## src/rtl/xadac_pkg.sv

```systemverilog
// rtl/xadac_pkg.sv - shared xadac types, vdot state enum and vdot helpers
package xadac_pkg;

  localparam int unsigned XLen         = 32;
  localparam int unsigned VecDataWidth = 128;
  localparam int unsigned VecElemWidth = 8;
  localparam int unsigned IdWidth      = 4;
  localparam int unsigned RegAddrWidth = 5;
  localparam int unsigned VdotMaxLen   = VecDataWidth / VecElemWidth;
  localparam int unsigned VdotLenWidth = $clog2(VdotMaxLen + 1);

  typedef logic [31:0]              InstrT;
  typedef logic [IdWidth-1:0]       IdT;
  typedef logic [RegAddrWidth-1:0]  RegAddrT;
  typedef logic [VecElemWidth-1:0]  VecElemT;
  typedef logic [XLen-1:0]          VecSumT;
  typedef logic [VecDataWidth-1:0]  VecDataT;

  typedef struct packed {
    IdT                         id;
    InstrT                      instr;
    logic [1:0][RegAddrWidth-1:0] rs_addr;
    logic [1:0][XLen-1:0]         rs_data;
    logic [2:0][RegAddrWidth-1:0] vs_addr;
    logic [2:0][VecDataWidth-1:0] vs_data;
  } ExeReqT;

  typedef struct packed {
    IdT      id;
    RegAddrT rd_addr;
    VecSumT  rd_data;
    logic    rd_write;
    RegAddrT vd_addr;
    VecDataT vd_data;
    logic    vd_write;
  } ExeRspT;

  typedef enum logic [1:0] {
    IDLE,
    RUN,
    DONE
  } VdotStateT;

  function automatic RegAddrT vdot_rd(InstrT instr);
    return instr[11:7];
  endfunction

  function automatic logic vdot_signed(InstrT instr);
    return instr[12];
  endfunction

  // Lengths above the register width of elements saturate to a full vector.
  function automatic logic [VdotLenWidth-1:0] vdot_len(logic [VdotLenWidth-1:0] raw);
    return (raw > VdotLenWidth'(VdotMaxLen)) ? VdotLenWidth'(VdotMaxLen) : raw;
  endfunction

endpackage

```

## src/rtl/xadac_vdot_if.sv

```systemverilog
// rtl/xadac_vdot_if.sv - request/response handshake bundle between issue and vdot unit
interface xadac_vdot_if;
  import xadac_pkg::*;

  logic   req_valid;
  logic   req_ready;
  ExeReqT req;
  logic   rsp_valid;
  logic   rsp_ready;
  ExeRspT rsp;

  modport master (
    output req_valid, req, rsp_ready,
    input  req_ready, rsp_valid, rsp
  );

  modport slave (
    input  req_valid, req, rsp_ready,
    output req_ready, rsp_valid, rsp
  );
endinterface

```

## src/rtl/xadac_vdot_tree.sv

```systemverilog
// rtl/xadac_vdot_tree.sv - combinational masked multiply/reduce of one group of element pairs
module xadac_vdot_tree
  import xadac_pkg::*;
#(
  parameter int unsigned Lanes = 4
) (
  input  VecElemT [Lanes-1:0] a_i,
  input  VecElemT [Lanes-1:0] b_i,
  input  logic    [Lanes-1:0] mask_i,
  input  logic                signed_i,
  output VecSumT              sum_o
);

  always_comb begin
    logic [15:0] ea;
    logic [15:0] eb;
    logic [15:0] prod;
    VecSumT      ext;
    sum_o = '0;
    ea    = '0;
    eb    = '0;
    prod  = '0;
    ext   = '0;
    for (int j = 0; j < Lanes; j++) begin
      // Extending to 16 bits first makes the low half of the product correct for both signednesses.
      ea   = signed_i ? {{8{a_i[j][7]}}, a_i[j]} : {8'b0, a_i[j]};
      eb   = signed_i ? {{8{b_i[j][7]}}, b_i[j]} : {8'b0, b_i[j]};
      prod = ea * eb;
      ext  = signed_i ? {{16{prod[15]}}, prod} : {16'b0, prod};
      if (mask_i[j]) begin
        sum_o = sum_o + ext;
      end
    end
  end

endmodule

```

## src/rtl/xadac_vdot.sv

```systemverilog
// rtl/xadac_vdot.sv - multi-cycle vector dot-product unit, LanesPerCycle pairs per cycle
// Build option XADAC_VDOT_SAT_EN: saturate every accumulation step instead of wrapping.
module xadac_vdot
  import xadac_pkg::*;
#(
  parameter int unsigned LanesPerCycle = 4
) (
  input  logic        clk_i,
  input  logic        rst_i,
  xadac_vdot_if.slave exe,
  output logic        busy_o
);

  localparam int unsigned LaneBits = LanesPerCycle * VecElemWidth;
  localparam int unsigned CntW     = VdotLenWidth + 1;

  function automatic VecSumT acc_add(VecSumT acc, VecSumT part, logic sgn);
    logic [XLen:0] sum;
    sum = sgn ? ({acc[XLen-1], acc} + {part[XLen-1], part})
              : ({1'b0, acc} + {1'b0, part});
`ifdef XADAC_VDOT_SAT_EN
    if (sgn && (sum[XLen] != sum[XLen-1])) begin
      return sum[XLen] ? {1'b1, {(XLen-1){1'b0}}} : {1'b0, {(XLen-1){1'b1}}};
    end
    if (!sgn && sum[XLen]) begin
      return '1;
    end
`endif
    return sum[XLen-1:0];
  endfunction

  VdotStateT                 state_q, state_d;
  logic [VdotLenWidth-1:0]   cnt_q, cnt_d;
  logic [VdotLenWidth-1:0]   len_q, len_d;
  VecSumT                    acc_q, acc_d;
  VecDataT                   a_q, a_d;
  VecDataT                   b_q, b_d;
  IdT                        id_q, id_d;
  RegAddrT                   rd_q, rd_d;
  logic                      signed_q, signed_d;

  VecElemT [LanesPerCycle-1:0] lane_a;
  VecElemT [LanesPerCycle-1:0] lane_b;
  logic    [LanesPerCycle-1:0] lane_mask;
  VecSumT                      partial;
  logic    [CntW-1:0]          cnt_step;

  // Operand registers shift down each RUN cycle, so the active group is always the low lanes.
  for (genvar j = 0; j < LanesPerCycle; j++) begin : g_lane
    assign lane_a[j]    = a_q[j*VecElemWidth +: VecElemWidth];
    assign lane_b[j]    = b_q[j*VecElemWidth +: VecElemWidth];
    assign lane_mask[j] = ({1'b0, cnt_q} + CntW'(j)) < {1'b0, len_q};
  end

  xadac_vdot_tree #(
    .Lanes(LanesPerCycle)
  ) u_tree (
    .a_i     (lane_a),
    .b_i     (lane_b),
    .mask_i  (lane_mask),
    .signed_i(signed_q),
    .sum_o   (partial)
  );

  assign cnt_step = {1'b0, cnt_q} + CntW'(LanesPerCycle);
  assign busy_o   = (state_q != IDLE);

  always_comb begin
    state_d       = state_q;
    cnt_d         = cnt_q;
    len_d         = len_q;
    acc_d         = acc_q;
    a_d           = a_q;
    b_d           = b_q;
    id_d          = id_q;
    rd_d          = rd_q;
    signed_d      = signed_q;
    exe.req_ready = 1'b0;
    exe.rsp_valid = 1'b0;
    exe.rsp       = '0;
    unique case (state_q)
      IDLE: begin
        exe.req_ready = 1'b1;
        if (exe.req_valid) begin
          a_d      = exe.req.vs_data[0];
          b_d      = exe.req.vs_data[1];
          acc_d    = exe.req.rs_data[0];
          len_d    = vdot_len(exe.req.rs_data[1][VdotLenWidth-1:0]);
          id_d     = exe.req.id;
          rd_d     = vdot_rd(exe.req.instr);
          signed_d = vdot_signed(exe.req.instr);
          cnt_d    = '0;
          state_d  = (len_d == '0) ? DONE : RUN;
        end
      end
      RUN: begin
        acc_d = acc_add(acc_q, partial, signed_q);
        a_d   = a_q >> LaneBits;
        b_d   = b_q >> LaneBits;
        cnt_d = cnt_step[VdotLenWidth-1:0];
        if (cnt_step >= {1'b0, len_q}) begin
          state_d = DONE;
        end
      end
      DONE: begin
        exe.rsp_valid        = 1'b1;
        exe.rsp.id           = id_q;
        exe.rsp.rd_addr      = rd_q;
        exe.rsp.rd_data      = acc_q;
        exe.rsp.rd_write     = 1'b1;
        if (exe.rsp_ready) begin
          state_d = IDLE;
        end
      end
      default: state_d = IDLE;
    endcase
  end

  always_ff @(posedge clk_i) begin
    if (rst_i) begin
      state_q  <= IDLE;
      cnt_q    <= '0;
      len_q    <= '0;
      acc_q    <= '0;
      a_q      <= '0;
      b_q      <= '0;
      id_q     <= '0;
      rd_q     <= '0;
      signed_q <= 1'b0;
    end else begin
      state_q  <= state_d;
      cnt_q    <= cnt_d;
      len_q    <= len_d;
      acc_q    <= acc_d;
      a_q      <= a_d;
      b_q      <= b_d;
      id_q     <= id_d;
      rd_q     <= rd_d;
      signed_q <= signed_d;
    end
  end

  logic unused_req;
  assign unused_req = ^{exe.req.rs_addr, exe.req.vs_addr, exe.req.vs_data[2],
                        exe.req.rs_data[1][XLen-1:VdotLenWidth],
                        exe.req.instr[31:13], exe.req.instr[6:0]};

endmodule

```

## src/flat_wrapper.sv

```systemverilog
// flat-port wrapper written by rule: the top's interface ports become plain ports
module xadac_vdot_flat import xadac_pkg::*;
#(
  parameter int unsigned LanesPerCycle = 4
)
  (clk_i, rst_i, busy_o, exe_req_valid, exe_req, exe_rsp_ready, exe_req_ready, exe_rsp_valid, exe_rsp);
  xadac_vdot_if exe_i ();
  input  logic clk_i;
  input  logic rst_i;
  output logic busy_o;
  input wire logic [$bits(exe_i.req_valid)-1:0] exe_req_valid;
  input wire logic [$bits(exe_i.req)-1:0] exe_req;
  input wire logic [$bits(exe_i.rsp_ready)-1:0] exe_rsp_ready;
  output wire logic [$bits(exe_i.req_ready)-1:0] exe_req_ready;
  output wire logic [$bits(exe_i.rsp_valid)-1:0] exe_rsp_valid;
  output wire logic [$bits(exe_i.rsp)-1:0] exe_rsp;
  assign exe_i.req_valid = exe_req_valid;
  assign exe_i.req = exe_req;
  assign exe_i.rsp_ready = exe_rsp_ready;
  assign exe_req_ready = exe_i.req_ready;
  assign exe_rsp_valid = exe_i.rsp_valid;
  assign exe_rsp = exe_i.rsp;
  xadac_vdot #(.LanesPerCycle(LanesPerCycle)) u_core (.clk_i(clk_i), .rst_i(rst_i), .exe(exe_i), .busy_o(busy_o));
endmodule
```

## config.mk

```make
export PLATFORM = sky130hd
export DESIGN_NAME = xadac_vdot_flat
export DESIGN_NICKNAME = d
export VERILOG_FILES = /design/src/rtl/xadac_pkg.sv /design/src/rtl/xadac_vdot_if.sv /design/src/rtl/xadac_vdot_tree.sv /design/src/rtl/xadac_vdot.sv /design/src/flat_wrapper.sv
export SDC_FILE = /design/constraint.sdc
export NUM_CORES = 2
export LEC_CHECK = 0
export CORE_ASPECT_RATIO = 2
export CORE_MARGIN = 5
export CORE_UTILIZATION = 50
export CTS_CLUSTER_DIAMETER = 120
export CTS_CLUSTER_SIZE = 20
export DETAILED_ROUTE_END_ITERATION = 16
export GPL_TIMING_DRIVEN = 0
export HOLD_SLACK_MARGIN = 0.05
export PLACE_DENSITY = 0.81
export SLEW_MARGIN = 20
export SYNTH_ARGS = -nofsm -noshare
export SYNTH_HDL_FRONTEND = slang
export SYNTH_HIERARCHICAL = 1
export SYNTH_SLANG_ARGS = --single-unit
export TNS_END_PERCENT = 20
```

## constraint.sdc

```tcl
create_clock -name clk_i -period 37.5 [get_ports clk_i]
set_clock_uncertainty 0.2 [all_clocks]
set_input_delay 7.5 -clock clk_i [delete_from_list [all_inputs] [get_ports clk_i]]
set_output_delay 7.5 -clock clk_i [all_outputs]
set_load 0.05 [all_outputs]
```

==> flow_metrics.env <==
export IMPL_outcome="finished, final reports clean"
export IMPL_finalHoldViolations=0
export IMPL_avgRoutedWirePerCell_um=22.2
export IMPL_p_leak_nw=19.0
export IMPL_post_synth_and_or_nand_nor_area_fraction=0.189
export IMPL_floorplan_die_width_um=196
export IMPL_finalMaxSlewViolations=0
export IMPL_worst_ir_drop_vdd_mv=0.0417
export IMPL_final_antenna_net_count=0
export IMPL_vias_after_detailed_routing=32300
export IMPL_layoutNonFillerInstCount=5685
export IMPL_clock_sinks=308
export IMPL_synth_compound_area_share=0.164
export IMPL_syn_to_final_growth_pct=16.2
export IMPL_critical_path_required_ns=37.81
export IMPL_period_share=0.413
export IMPL_die_h_um=382
export IMPL_max_cap_viol_count=0
export IMPL_cts_resized_gates=0
export IMPL_synth_seq_area_share=0.178
export IMPL_setup_total_negative_slack_ns=0
export IMPL_drc=0
export IMPL_timing_critical_path_buf_inv=8
export IMPL_total_cell_area_at_the_placement_stage_sq_um=39800
export IMPL_hold_class="flip-flop to flip-flop"
export IMPL_yosys_top_cells_count="621 x sky130_fd_sc_hd__nand2_1, 511 x sky130_fd_sc_hd__inv_1, 368 x sky130_fd_sc_hd__nor2_1, 322 x sky130_fd_sc_hd__ha_1, 308 x sky130_fd_sc_hd__dfxtp_1"
export IMPL_ctsHtreeMaxLevel=1
export IMPL_postSynthRegisterBits=308
export IMPL_hold_path_endpoint="u_core/id_q[3]$_SDFFE_PP0P_"
export IMPL_layout_drive_gt1_share=0.0548
export IMPL_synth_yosys_warnings=6
export IMPL_clk_pin_slew_ns=0.11
export IMPL_synth_area_per_cell_sq_um=8.09
export IMPL_post_synth_mux_area_share=0.0142
export IMPL_io_buffer_count=349
export IMPL_post_cts_repair_setup_buffers=0
export IMPL_crit_arrival_ns=15.80
export IMPL_top_ports=692
export IMPL_first_global_vias=33800
export IMPL_worst_hold_startpoint="u_core/id_q[3]$_SDFFE_PP0P_"
export IMPL_finish_net_count=5923
export IMPL_max_freq_mhz=64.5
export IMPL_detail_route_first_pass_iterations=7
export IMPL_unrepaired_setup_endpoints_after_global_routing="false"
export IMPL_row_count=136
export IMPL_ctsRootBufferMaster="sky130_fd_sc_hd__clkbuf_16"
export IMPL_route_detailed_vias_per_inst=5.68
export IMPL_design_power_total_mw=1.62
export IMPL_power_per_cell_area_nw_per_um2=40.2
export IMPL_crit_path_end_kind="flip-flop"
export IMPL_grt_start_max_net_pins=21
export IMPL_crit_path_max_incr_delay_ns=0.92
export IMPL_rrSetupSlack_ns=22.01
export IMPL_syn_inst=4282
export IMPL_insertion_delay_ns=0.55
export IMPL_finalSetupViolCount=0
export IMPL_tritoncts_num_buffers=19
export IMPL_relSlewSlack=0.235
export IMPL_worstMarginPinSlew_ns=1.15
export IMPL_timing_critical_path_fanout_max=10
export IMPL_synth_enable_flop_cells=0
export IMPL_grt_pass1_wl_um=187000
export IMPL_cts_tree="yes"
export IMPL_final_cell_area_sq_um=40300
export IMPL_place_worst_setup_slack_ns=22.29
export IMPL_fill_cells=6293
export IMPL_worst_path_max_delay_cell="sky130_fd_sc_hd__clkbuf_1"
export IMPL_synth_largest_area_cell="sky130_fd_sc_hd__dfxtp_1"
export IMPL_routabilityCongestion=1.07
export IMPL_wirelength_um=126000
export IMPL_dp_hpwl_um=109000
export IMPL_post_synth_top_area_fraction=0.178
export IMPL_synth_top_family_by_area="adder cells"
export IMPL_min_delay_path_depth=2
export IMPL_fin_crit_ns=15.49
export IMPL_arithmetic_cell_share_of_the_synthesized_area_counting_full_adders_half_adders_and_majority_gates=0.292
export IMPL_critical_path_top_cell_by_count="sky130_fd_sc_hd__xnor2_1"
export IMPL_synth_most_common_cell="sky130_fd_sc_hd__nand2_1"
export IMPL_synthDistinctLibCells=99
export IMPL_synth_top_flop_cell="sky130_fd_sc_hd__dfxtp_1"
export IMPL_worst_setup_path_type="flip-flop to flip-flop"
export IMPL_yosys_area_share_xor_xnor=0.0537
export IMPL_initialDrtViolationCount=2164
export IMPL_cpLargestDelayFamily="adder cells"
export IMPL_cts_max_path_buffers=3
export IMPL_final_setup_worst_slack_ns=22.01
export IMPL_globalRouteTotalUtil=0.324
export IMPL_grt_antenna_before_repair=8
export IMPL_placedCellCount=5661
export IMPL_initial_utilization=0.504
export IMPL_hold_buffers=0
export IMPL_synthesis_area_sq_um=34700
export IMPL_rr_worst_depth=52
export IMPL_fp_dieArea_sq_um=75000
export IMPL_netlist_top_cells_area="sky130_fd_sc_hd__dfxtp_1 18%, sky130_fd_sc_hd__fa_1 18%, sky130_fd_sc_hd__ha_1 12%"
export IMPL_synth_async_reset_ratio=0
export IMPL_core_area_sq_um=68700
export IMPL_timing_rr_end="u_core/acc_q[30]$_SDFFE_PP0P_"
export IMPL_grt_ovfl_total=0
export IMPL_startpoint_type="flip-flop"
export IMPL_critical_path_reg2reg_startpoint="u_core/signed_q$_SDFFE_PP0P_"
kinds of logic after synthesis:
group                      count (synthesis)
xor gates and xnor gates                 211
buffers and inverters                    865
other                                      1
and+or+nand+nor                         1440
muxes                                     44
adders and majority gates                626
DFF                                      308
AOI/OAI and AO/OA                        787
how the worst max path moves through the flow:
stage	from	endpoint	slack (ns)	depth (start not counted)
floorplan	u_core/signed_q$_SDFFE_PP0P_	u_core/acc_q[30]$_SDFFE_PP0P_	25.59	51
global placement	u_core/signed_q$_SDFFE_PP0P_	u_core/acc_q[30]$_SDFFE_PP0P_	22.38	50
detailed placement	u_core/signed_q$_SDFFE_PP0P_	u_core/acc_q[30]$_SDFFE_PP0P_	22.29	50
CTS	u_core/signed_q$_SDFFE_PP0P_	u_core/acc_q[30]$_SDFFE_PP0P_	22.22	50
global route	u_core/signed_q$_SDFFE_PP0P_	u_core/acc_q[30]$_SDFFE_PP0P_	21.64	53
finish	u_core/signed_q$_SDFFE_PP0P_	u_core/acc_q[30]$_SDFFE_PP0P_	22.01	52
final cells by class:
cell class,instances,area [sq um],area share
Multi-Input combinational cell,3242,25200,0.626
Sequential cell,308,6170,0.153
Timing Repair Buffer,349,3490,0.0867
Inverter,512,1920,0.0477
Buffer,353,1870,0.0464
Tap cell,897,1120,0.0279
Clock buffer,19,475,0.0118
Clock inverter,2,25.0,0.000621
Antenna cell,3,7.51,0.000186
state kept, by name, summed over array words and instances (netlist names):
signal,flops
u_core/a_q,128
u_core/b_q,128
u_core/acc_q,32
u_core/len_q,5
u_core/rd_q,5
u_core/id_q,4
u_core/cnt_q,3
u_core/state_q,2
u_core/signed_q,1
where the power goes:
part	internal, mW	total [mW]	switching [mW]
Sequential	0.367	0.424	0.0572
Combinational	0.378	0.988	0.610
Clock	0.0921	0.210	0.117
Total	0.837	1.62	0.784
through the flow:
stage	util	hold slack, ns
3_3_place_gp	0.579	0.241
2_1_floorplan	-	0.232
6_report	0.586	0.260
4_1_cts	0.586	0.263
5_1_grt	0.586	0.286
3_5_place_dp	0.579	0.251
worst reg2reg max path: cells and delay by family (launching register included):
family / cells / cell delay, ns
compound gates: 14 / 3.60
fa+ha+maj: 10 / 3.85
buf+inv: 8 / 2.64
flops: 1 / 0.57
simple gates: 9 / 1.99
mux: 3 / 0.84
xor+xnor: 8 / 1.77
layer usage:
metal | vias up | track usage | wire [um]
met4 | 8 | 0.263 | 12700
met1 | 15400 | 0.320 | 41300
met2 | 1440 | 0.587 | 63500
met3 | 465 | 0.0528 | 8510
met5 | - | 0 | 55
li1 | 15000 | - | -
cells in the final DEF (no fill, tap or decap), types with 72 or more instances in the layout:
| cell | synthesis | final |
|---|---|---|
| sky130_fd_sc_hd__clkdlybuf4s50_1 | 0 | 349 |
| sky130_fd_sc_hd__nor2_1 | 368 | 368 |
| sky130_fd_sc_hd__o21ai_0 | 72 | 72 |
| sky130_fd_sc_hd__conb_1 | 1 | 134 |
| sky130_fd_sc_hd__xnor2_1 | 168 | 168 |
| sky130_fd_sc_hd__inv_1 | 511 | 511 |
| sky130_fd_sc_hd__buf_4 | 135 | 135 |
| sky130_fd_sc_hd__a311oi_1 | 197 | 197 |
| sky130_fd_sc_hd__dfxtp_1 | 308 | 308 |
| sky130_fd_sc_hd__nand2_1 | 621 | 621 |
| sky130_fd_sc_hd__ha_1 | 322 | 322 |
| sky130_fd_sc_hd__fa_1 | 303 | 303 |
| sky130_fd_sc_hd__clkbuf_1 | 196 | 196 |
| sky130_fd_sc_hd__a21oi_1 | 170 | 170 |
| sky130_fd_sc_hd__and2_1 | 232 | 232 |
Power figures use the tool's default switching activity.
